$ cat src/rtl/exhaustive_vector_sweeper.sv
// exhaustive_vector_sweeper
// Walks every input combination of a small combinational block, waits a
// programmable settle time per vector, then compares the DUT output against a
// golden-model output. It counts the mismatching vectors and remembers the
// first one that failed.
// Optional build macro: SWEEP_GRAY_EN applies the vectors in Gray-code order
// instead of ascending binary order. Cycle timing is the same in both builds.
module exhaustive_vector_sweeper #(
   parameter int N_IN   = 3,
   parameter int N_OUT  = 1,
   parameter int SETTLE = 1
) (
   input  logic              clk,
   input  logic              rst_n,
   input  logic              start,
   output logic [N_IN-1:0]   vec_out,
   input  logic [N_OUT-1:0]  dut_f,
   input  logic [N_OUT-1:0]  gold_f,
   output logic              busy,
   output logic              done,
   output logic [N_IN:0]     err_count,
   output logic              first_err_valid,
   output logic [N_IN-1:0]   first_err_vec
);

   typedef enum logic [1:0] {
      S_IDLE,
      S_WAIT,
      S_CHECK,
      S_DONE
   } state_t;

   localparam logic [N_IN-1:0] IDX_LAST    = '1;
   localparam logic [7:0]      SETTLE_INIT = 8'(SETTLE);

   state_t            state;
   state_t            state_nx;
   logic [N_IN-1:0]   idx;
   logic [N_IN-1:0]   idx_nx;
   logic [N_IN-1:0]   idx_inc;
   logic [7:0]        settle_cnt;
   logic [7:0]        settle_nx;
   logic [N_IN-1:0]   vec_nx;
   logic [N_IN:0]     err_nx;
   logic              fev_valid_nx;
   logic [N_IN-1:0]   fev_nx;

   // Sweep index to applied vector: Gray order for hazard sweeps, otherwise plain binary.
   function automatic logic [N_IN-1:0] map_vec(input logic [N_IN-1:0] i);
`ifdef SWEEP_GRAY_EN
      return i ^ (i >> 1);
`else
      return i;
`endif
   endfunction

   assign idx_inc = idx + 1'b1;

   // State register; reset aborts any sweep in progress without a done pulse.
   always_ff @(posedge clk or negedge rst_n) begin
      if (!rst_n) begin
         state <= S_IDLE;
      end else begin
         state <= state_nx;
      end
   end

   // Next-state and next-datapath values; everything holds unless a state acts on it.
   always_comb begin
      state_nx     = state;
      idx_nx       = idx;
      settle_nx    = settle_cnt;
      vec_nx       = vec_out;
      err_nx       = err_count;
      fev_valid_nx = first_err_valid;
      fev_nx       = first_err_vec;
      case (state)
         S_IDLE: begin
            if (start) begin
               err_nx       = '0;
               fev_valid_nx = 1'b0;
               fev_nx       = '0;
               idx_nx       = '0;
               vec_nx       = map_vec('0);
               settle_nx    = SETTLE_INIT;
               state_nx     = S_WAIT;
            end
         end
         S_WAIT: begin
            if (settle_cnt == 8'd0) begin
               state_nx = S_CHECK;
            end else begin
               settle_nx = settle_cnt - 8'd1;
            end
         end
         S_CHECK: begin
            if (dut_f != gold_f) begin
               err_nx = err_count + 1'b1;
               if (!first_err_valid) begin
                  fev_valid_nx = 1'b1;
                  fev_nx       = vec_out;
               end
            end
            if (idx == IDX_LAST) begin
               state_nx = S_DONE;
            end else begin
               idx_nx    = idx_inc;
               vec_nx    = map_vec(idx_inc);
               settle_nx = SETTLE_INIT;
               state_nx  = S_WAIT;
            end
         end
         S_DONE: begin
            state_nx = S_IDLE;
         end
         default: begin
            state_nx = S_IDLE;
         end
      endcase
   end

   // Datapath registers: sweep position, settle timer, stimulus and results.
   always_ff @(posedge clk or negedge rst_n) begin
      if (!rst_n) begin
         idx             <= '0;
         settle_cnt      <= 8'd0;
         vec_out         <= '0;
         err_count       <= '0;
         first_err_valid <= 1'b0;
         first_err_vec   <= '0;
      end else begin
         idx             <= idx_nx;
         settle_cnt      <= settle_nx;
         vec_out         <= vec_nx;
         err_count       <= err_nx;
         first_err_valid <= fev_valid_nx;
         first_err_vec   <= fev_nx;
      end
   end

   assign busy = (state != S_IDLE);
   assign done = (state == S_DONE);

endmodule

$ cat config.mk
export PLATFORM = sky130hd
export DESIGN_NAME = exhaustive_vector_sweeper
export DESIGN_NICKNAME = d
export VERILOG_FILES = /design/src/rtl/exhaustive_vector_sweeper.sv
export SDC_FILE = /design/constraint.sdc
export NUM_CORES = 1
export LEC_CHECK = 0
export ABC_AREA = 0
export CORE_UTILIZATION = 48
export DETAILED_ROUTE_END_ITERATION = 6
export HOLD_SLACK_MARGIN = 0.03
export PLACE_DENSITY = 0.83
export SLEW_MARGIN = 0
export SYNTH_ARGS = -nofsm -noshare
export SYNTH_HDL_FRONTEND = slang
export SYNTH_SLANG_ARGS = --single-unit
$ cat constraint.sdc
create_clock -name clk -period 4.8 [get_ports clk]
set_clock_uncertainty 0.05 [all_clocks]
set_input_delay 0.96 -clock clk [delete_from_list [all_inputs] [get_ports clk]]
set_output_delay 0.96 -clock clk [all_outputs]
set_load 0.01 [all_outputs]
==> results of run 1 <==
state kept, by name, summed over array words and instances (netlist names):
| name | flops |
|---|---|
| err_count | 4 |
| first_err_valid | 1 |
| first_err_vec | 3 |
| idx | 3 |
| settle_cnt | 8 |
| state | 2 |
cells in the mapped netlist (all sizes together) (4+ instances only):
| master | count |
|---|---|
| a21oi | 5 |
| mux2i | 4 |
| nor2 | 5 |
| dfrtp | 21 |
| a22o | 9 |
| nand3 | 6 |
| a21o | 6 |
| ha | 5 |
| o21ai | 6 |
| nand2b | 8 |
| nand2 | 12 |
worst paths after layout:
| path | start | end | cells after the start |
|---|---|---|---|
| min in group asynchronous | rst_n | first_err_vec[2] | 1 |
| max in group asynchronous | rst_n | settle_cnt[0] | 1 |
| max reg2reg | idx[0] | settle_cnt[4] | 6 |
| max | state[1] | busy | 2 |
| min | first_err_vec[2] | first_err_vec[2] | 1 |
| min reg2reg | first_err_vec[2] | first_err_vec[2] | 1 |
per-stage QoR:
stage / power (uW) / worst slack [ns] / util, % / hold WS [ns] / instance area, um2
floorplan: 545 / 2.81 / - / 0.441 / 1200
CTS: 715 / 2.05 / 61.7 / 0.476 / 1410
global route: 771 / 1.95 / 61.7 / 0.500 / 1410
global placement: 612 / 2.31 / 60.5 / 0.436 / 1380
detailed placement: 630 / 2.27 / 60.5 / 0.441 / 1380
finish: 712 / 2.04 / 61.7 / 0.476 / 1410
metal layers:
metal | wire (um) | GRT usage [%] | vias to the layer above
li1 | - | - | 448
met1 | 1190 | 28.9 | 455
met2 | 1070 | 29.3 | 20
met3 | 76 | 3.80 | 4
met4 | 37 | 11.3 | 0
met5 | 0 | 0 | -
final cells by class:
type | instances | area (um2) | area share [%]
multi-input cells | 87 | 636 | 45.2
clock inverters | 1 | 5.00 | 0.356
inverters | 3 | 11.3 | 0.801
flip-flops and latches | 21 | 526 | 37.4
well taps | 28 | 35.0 | 2.49
repair buffers | 17 | 170 | 12.1
clock buffers | 3 | 22.5 | 1.60
worst register-to-register path: cells and delay by family (launching register included):
family / cells / cell delay, ns
fa+ha+maj: 2 / 0.47
flops: 1 / 0.45
simple gates: 2 / 0.56
mux: 1 / 0.21
compound gates: 1 / 0.33
report_power, final:
group | internal [uW] | switching, uW | total (uW)
logic | 164 | 166 | 330
clock network | 31.1 | 54.7 | 85.8
registers | 226 | 71.3 | 297
total | 421 | 292 | 712
cell families (layout without fill, tap and decap cells):
| group | count (synthesis) | in the layout | share of synthesized area [%] |
|---|---|---|---|
| AO/OA/AOI/OAI | 34 | 34 | 24.2 |
| multiplexers | 5 | 5 | 4.28 |
| flip-flops | 21 | 21 | 43.8 |
| XOR/XNOR | 2 | 2 | 1.46 |
| buffers and inverters | 7 | 24 | 3.23 |
| AND/OR/NAND/NOR | 41 | 41 | 17.8 |
| adder cells (fa/ha/maj) | 5 | 5 | 5.21 |
==> summary.md, run 1 <==
| Metric | Value |
|---|---|
| Final nets | approximately 140 |
| CP max stage delay | 0.59 ns |
| Final period utilization | 57.4% |
| Final HPWL DP | 1760 um |
| Routed vias/inst | 5.79 |
| Reg2Reg Setup Slack | 2.65 ns |
| Die area | around 0.0027 mm2 |
| Routed wire length | 2370 um |
| Cells after Synth | 115 |
| Top delay family on crit path | flip-flops |
| Starting Density | roughly 53% |
| Fmax | 0.363 GHz |
| Bufs and invs on worst path | 1 |
| Hold Vio Cnt, Final | 0 |
| TritonCTS Buffers | 3 |
| Number of global-route vias before repair | ~900 |
| Asr flop ratio synth | 100% |
| CTS H-Tree Depth | 1 |
| Pwr dens | 507 mW/mm2 |
| YS warnings | 0 |
| Root buf cell | clkbuf_4 |
| Max-cap viol count | 0 |
| Startpoint types | flop |
| Slowest-stage cell, CP | dfrtp_1 |
| Commonest non-fill, non-tap cell in the layout | dfrtp_1 |
| Post-synthesis net count | 125 |
| Status | finished, final reports clean |
| Top cells by area, synth | dfrtp_1 44%, a22o_1 6.6%, ha_1 5.2% |
| Count of pins over their slew limit | 0 |
| Normalized max-slew margin | 36.0% |
| Cell taking the most area after synthesis | dfrtp_1 |
| Syn avg cell area | between 10 and 15 um2 |
| DRT iter0 DRCs | 26 |
| Post-route ant nets | 0 |
| Row count | 17 |
| Min-Delay Path Class | reg -> reg |
| Initial antenna violation count | 0 |
| CTS Sinks | 21 |
| First-pass GRT wire length | ~4200 um |
| Global route overflow | 0 |
| RSZ-0062 raised after global routing | no |
| Period minus WS final | 2.76 ns |
| Placed Instances | about 160 |
| CTS tree | done |
| Maximum VDD drop | 279 uV |
| Clock buffer depth | 2 |
| Most frequent cells in the layout | 21 x dfrtp_1, 17 x clkdlybuf4s50_1, 12 x nand2_1 |
| Worst-Margin Slew | 0.958 ns |
| Critical Path AT | 1.75 ns |
| Critical path class | reg -> out |
| Die width | between 50 and 60 um |
| Yosys reg bits | 21 |
| # hold bufs at CTS | 0 |
| Synth Flop Type | dfrtp_1 |
| Clock transition at the registers of the reported paths | around 0.13 ns |
| Area grow syn2layout | 17.1% |
| Vert. Die Dim | between 50 and 60 um |
| Critical Path End Type | primary output |
| Share of cells above drive strength 1 | about a tenth |
| DR vias | 927 |
| DRC Markers | 0 |
| CP max FO | 18 |
| Port-buffer cells | 17 |
| Gp weighted congestion | around 0.85 |
| Gr usage total | between 20% and 30% |
| Filler Cell Count | between 150 and 200 |
| Wirelength per Cell | 14.8 um |
| Critical Path RT | 3.79 ns |
| Later-pin clock latency in the skew report | 0.31 ns |
| Final std cells w/o fill | 160 |
| TritonRoute pass-1 iters | 4 |
| Post-CTS Setup Bufs | 0 |
| Cell Area, Synth | roughly 0.0012 mm2 |
| Crit-path cells | or2_2 -> clkdlybuf4s50_1 |
| Antenna diodes | 0 |
| Final Setup Violations | 0 |
| Largest net degree at the start of global routing | 22 |
| EDFF count, synth | 0 |
| Synth unique cells | 35 |
| I/O pin count | 18 |
| Setup TNS | 0 ns |
| Seq/Total Area, Yosys | 43.8% |
| Synth top area share | 43.8% |
| Leak pwr | 0.000630 uW |
| CTS resizes | 0 |
| Core box area | 0.00228 mm2 |
Note: power is estimated with default switching activity, not from simulation.
==> inputs of run 2 (changes only) <==
==> constraint.sdc (replaced) <==
create_clock -name clk -period 2.9 [get_ports clk]
set_clock_uncertainty 0.05 [all_clocks]
set_input_delay 0.58 -clock clk [delete_from_list [all_inputs] [get_ports clk]]
set_output_delay 0.58 -clock clk [all_outputs]
set_load 0.01 [all_outputs]
==> run 2 against run 1 <==
Against the previous run:
- clock power up 67%
- largest power group unchanged
- count of clock-buffer cells in the layout unchanged
- sequential power rose by 65%
- worst hold slack got worse by 0.012 ns
- largest cell class unchanged
- via count rose by 0.97%
- register-to-register slack worse by 1.9 ns
- combinational power grew 65%
- sequential cell count stayed put
- final cell count up 0.63%
==> summary.md, run 2 (synthesized netlist as in run 1, its figures left out) <==
| Metric | Value |
|---|---|
| # hold bufs at CTS | 0 |
| Critical path class | reg -> out |
| DRT iter0 DRCs | 15 |
| First-pass GRT wire length | 3940 um |
| Period minus WS final | 2.35 ns |
| Critical Path End Type | primary output |
| Startpoint types | flop |
| Area grow syn2layout | 17.7% |
| Die width | slightly above 50 um |
| Critical Path AT | 1.72 ns |
| Post-CTS Setup Bufs | 0 |
| Die area | 0.00270 mm2 |
| Clock buffer depth | 2 |
| Global route overflow | 0 |
| DR vias | around 940 |
| RSZ-0062 raised after global routing | no |
| Top reg by flops | settle_cnt |
| Wirelength per Cell | 14.0 um |
| DRC Markers | 0 |
| Vert. Die Dim | 52.0 um |
| Maximum VDD drop | ~420 uV |
| Row count | 17 |
| CP max FO | 18 |
| Top Registers | settle_cnt (8), err_count (4) |
| CTS H-Tree Depth | 1 |
| Final HPWL DP | 1730 um |
| Count of pins over their slew limit | 0 |
| Largest net degree at the start of global routing | 22 |
| CTS Sinks | 21 |
| Clock transition at the registers of the reported paths | around 0.12 ns |
| Routed vias/inst | between 5 and 6 |
| Pint | between 600 and 700 uW |
| TritonRoute pass-1 iters | 4 |
| Port-buffer cells | 17 |
| I/O pin count | 18 |
| Core box area | 0.00228 mm2 |
| Sequential Power Share | 41.6% |
| Area of the multi-input gates | 636 um2 |
| Starting Density | a little over half |
| Hold WS | 0.464 ns |
| Status | finished, final reports clean |
| Final Setup Violations | 0 |
| Gp weighted congestion | 0.854 |
| Gr usage total | 19.9% |
| Most frequent cells in the layout | 21 x dfrtp_1, 17 x clkdlybuf4s50_1, 12 x nand2_1 |
| Clock share of power | 12.2% |
| Number of global-route vias before repair | 914 |
| Routed wire length | 2260 um |
| Later-pin clock latency in the skew report | 0.31 ns |
| Met1 wire length | around 1100 um |
| CTS tree | done |
| Initial antenna violation count | 0 |
| Switching share of total power | about two fifths |
| Final period utilization | 81.2% |
| Placed Instances | 157 |
| Share of total power in combinational logic | a little under half |
| Min-Delay Path Class | reg -> reg |
| Final nets | 144 |
| Hold Vio Cnt, Final | 0 |
| Final std cells w/o fill | 161 |
| Filler Cell Count | 194 |
| CTS resizes | 0 |
| Leak pwr | 0.000635 uW |
| Psw | 478 uW |
| FF+latch area | 526 um2 |
| Critical Path RT | 2.27 ns |
| Met3 WL | 73 um |
| Antenna diodes | 0 |
| Max Used Layer | met4 |
| Fmax | roughly 0.42 GHz |
| TritonCTS Buffers | 3 |
| Worst-Margin Slew | 0.483 ns |
| Setup TNS | 0 ns |
| WL met2 | 1030 um |
| Post-route ant nets | 0 |
| Share of cells above drive strength 1 | 11.3% |
| Root buf cell | clkbuf_4 |
| Max-cap viol count | 0 |
| Normalized max-slew margin | between 60% and 70% |
| Commonest non-fill, non-tap cell in the layout | dfrtp_1 |
| Pwr dens | 832 mW/mm2 |
| Max reg flops | 8 |
==> run 2: cell types whose count changed in the layout (fill, tap and decap cells not counted) <==
cell,previous run,this run
buf_4,0,1
==> run 2: routing by layer <==
metal  track usage (%)  vias up
met2              31.0       18
met1              25.5      458
li1                  -      450
met5                 0        -
met3              3.51       10
met4              11.7        0
==> run 2: worst paths after layout <==
check	start	end	slack [ns]	cells past startpoint
min reg2reg	first_err_vec[1]	first_err_vec[1]	0.46	1
max reg2reg	idx[0]	settle_cnt[4]	0.79	6
max in group asynchronous	rst_n	settle_cnt[5]	2.04	2
min in group asynchronous	rst_n	first_err_vec[1]	0.55	2
min	first_err_vec[1]	first_err_vec[1]	0.46	1
max	state[1]	busy	0.55	2
==> run 2: through the flow <==
| step | utilization [%] | cell area, um2 | total power (uW) | setup slack, ns |
|---|---|---|---|---|
| CTS | 62.1 | 1410 | 1180 | 0.523 |
| detailed placement | 60.9 | 1390 | 1040 | 0.746 |
| floorplan | - | 1200 | 903 | 1.04 |
| global placement | 60.9 | 1390 | 1010 | 0.787 |
| global route | 62.1 | 1410 | 1270 | 0.449 |
| finish | 62.1 | 1410 | 1180 | 0.546 |
==> run 2: worst max-delay path: stages (launching register included) <==
cell	delay (ns)
dfrtp_1	0.57
or2_2	0.36
clkdlybuf4s50_1	0.48
==> run 2: power groups by stage <==
stage	Combinational [uW]	Sequential [uW]	Clock, uW
2_1_floorplan	447	456	0
3_3_place_gp	522	490	0
3_5_place_dp	545	494	0
4_1_cts	548	488	147
5_1_grt	606	509	160
6_report	544	489	143
==> run 2: cell type report <==
| type | instances | area share (%) |
|---|---|---|
| multi-input combinational | 87 | 45.0 |
| tap | 28 | 2.48 |
| sequential | 21 | 37.2 |
| inverter | 3 | 0.797 |
| clock inverter | 1 | 0.354 |
| clock buffer | 3 | 1.59 |
| timing repair buffer | 18 | 12.6 |
==> inputs of run 3 (changes only) <==
==> constraint.sdc (replaced) <==
create_clock -name clk -period 2.2 [get_ports clk]
set_clock_uncertainty 0.05 [all_clocks]
set_input_delay 0.44 -clock clk [delete_from_list [all_inputs] [get_ports clk]]
set_output_delay 0.44 -clock clk [all_outputs]
set_load 0.01 [all_outputs]
==> run 3 against run 2 <==
Against the previous run:
- register-to-register slack lost 0.55 ns
- die area is the same
- worst setup slack lost 0.32 ns
- design area grew 1.5%
- sequential share of layout area shrank 0.55 points
- worst hold slack lost 0.044 ns
- sequential cell count is the same
- highest routed layer unchanged
- global-route usage grew 0.62 points
- sequential power grew 26%
==> summary.md, run 3 (synthesized netlist as in run 1, its figures left out) <==
| Metric | Value |
|---|---|
| Status | finished, final reports clean |
| Final std cells w/o fill | 164 |
| Critical path class | reg -> out |
| Setup ws final | 0.222 ns |
| Min-Delay Path Class | in -> async |
| Number of global-route vias before repair | 884 |
| # hold bufs at CTS | 0 |
| Switching share of total power | 40.5% |
| Area of the multi-input gates | roughly 640 um2 |
| DR vias | 917 |
| Slowest-stage cell, CP | clkdlybuf4s50_1 |
| Routed vias/inst | 5.59 |
| Maximum VDD drop | 648 uV |
| I/O pin count | 18 |
| Placed Instances | 160 |
| Worst-Margin Slew | 0.413 ns |
| Sequential Power Share | 38.6% |
| Post-route ant nets | 0 |
| Die area | around 0.0027 mm2 |
| Row count | 17 |
| Clock buffer depth | 2 |
| Area grow syn2layout | 19.5% |
| Max-cap viol count | 0 |
| Leak pwr | 0.000647 uW |
| Critical Path End Type | primary output |
| Cell depth of the worst setup path | 2 |
| Port-buffer cells | 17 |
| Clock share of power | between 10% and 20% |
| Psw | around 640 uW |
| Starting Density | 52.7% |
| Later-pin clock latency in the skew report | 0.30 ns |
| Critical Path AT | 1.49 ns |
| TritonRoute pass-1 iters | 4 |
| DRT iter0 DRCs | 15 |
| Clock transition at the registers of the reported paths | 0.12 ns |
| TritonCTS Buffers | 3 |
| Wirelength per Cell | 14.4 um |
| Final period utilization | 89.9% |
| Count of pins over their slew limit | 0 |
| CP max FO | 5 |
| Hold Vio Cnt, Final | 0 |
| Top delay family on crit path | buffers and inverters |
| CTS resizes | 0 |
| Setup TNS | 0 ns |
| Final HPWL DP | roughly 1800 um |
| Gp weighted congestion | between 0.8 and 0.9 |
| Routed wire length | around 2400 um |
| Pwr dens | 1110 mW/mm2 |
| Gr usage total | about a fifth |
| First-pass GRT wire length | about 4000 um |
| Root buf cell | clkbuf_4 |
| Global route overflow | 0 |
| RSZ-0062 raised after global routing | no |
| Top reg by flops | settle_cnt |
| Post-CTS Setup Bufs | 0 |
| Final Setup Violations | 0 |
| Critical Path RT | 1.71 ns |
| Initial antenna violation count | 0 |
| Most frequent cells in the layout | 21 x dfrtp_1, 17 x clkdlybuf4s50_1, 12 x nand2_1 |
| Share of cells above drive strength 1 | 12.5% |
| Antenna diodes | 0 |
| Period minus WS final | 1.98 ns |
| FF+latch area | approximately 530 um2 |
| Crit-path cells | or2_2 -> clkdlybuf4s50_1 |
| Core box area | 0.00228 mm2 |
| Top Registers | settle_cnt (8), err_count (4) |
| Final Util | 63.0% |
| Bufs and invs on worst path | 1 |
| Worst R2R Path Depth | 6 |
| Pint | 946 uW |
| Fmax | 0.506 GHz |
| Filler Cell Count | 199 |
| CTS Sinks | 21 |
| Hold WS | around 0.42 ns |
| CTS H-Tree Depth | 1 |
| Largest net degree at the start of global routing | 22 |
| CP max stage delay | roughly 0.48 ns |
| DRC Markers | 0 |
| Normalized max-slew margin | 72.2% |
| Die width | 52.0 um |
| Share of total power in combinational logic | 49.7% |
| Commonest non-fill, non-tap cell in the layout | dfrtp_1 |
| Dpl ws | 0.207 ns |
| Vert. Die Dim | 52.0 um |
| Final nets | 147 |
| Max reg flops | 8 |
| Startpoint types | flop |
| CTS tree | done |
-- run 3: cell count changes in the layout (fill, tap and decap cells not counted) --
cell      delta
clkinv_2     -1
clkbuf_1     +1
buf_4        +3
-- run 3: layout make-up --
class	instances	area share (%)
multi-input combinational	87	44.3
sequential	21	36.6
timing repair buffer	21	14.0
tap	28	2.44
clock buffer	4	1.83
inverter	3	0.785
-- run 3: final timing paths --
| check | start | endpoint | slack, ns |
|---|---|---|---|
| max | state[0] | busy | 0.22 |
| min | rst_n | state[0] | 0.42 |
| max reg2reg | idx[0] | settle_cnt[4] | 0.24 |
| min reg2reg | first_err_vec[1] | first_err_vec[1] | 0.46 |
| max in group asynchronous | rst_n | err_count[0] | 1.46 |
| min in group clk | first_err_vec[1] | first_err_vec[1] | 0.46 |
-- run 3: routing by layer --
metal  track usage, %  share of wire (%)  up-vias
met5                0                  0        -
li1                 -                  -      457
met4             5.41               0.38        0
met3             2.92                2.6        2
met2             31.6                 48       14
met1             29.8                 49      444
-- run 3: power groups by stage --
stage | sequential, uW | combinational, uW | clock [uW]
6_report | 614 | 790 | 186
5_1_grt | 634 | 886 | 207
4_1_cts | 613 | 792 | 189
3_5_place_dp | 621 | 785 | 0
3_3_place_gp | 615 | 758 | 0
2_1_floorplan | 601 | 589 | 0
-- run 3: metrics by stage --
stage,power (uW),instance area (um2)
finish,1590,1430
global placement,1370,1410
detailed placement,1410,1410
CTS,1590,1430
floorplan,1190,1200
global route,1730,1430
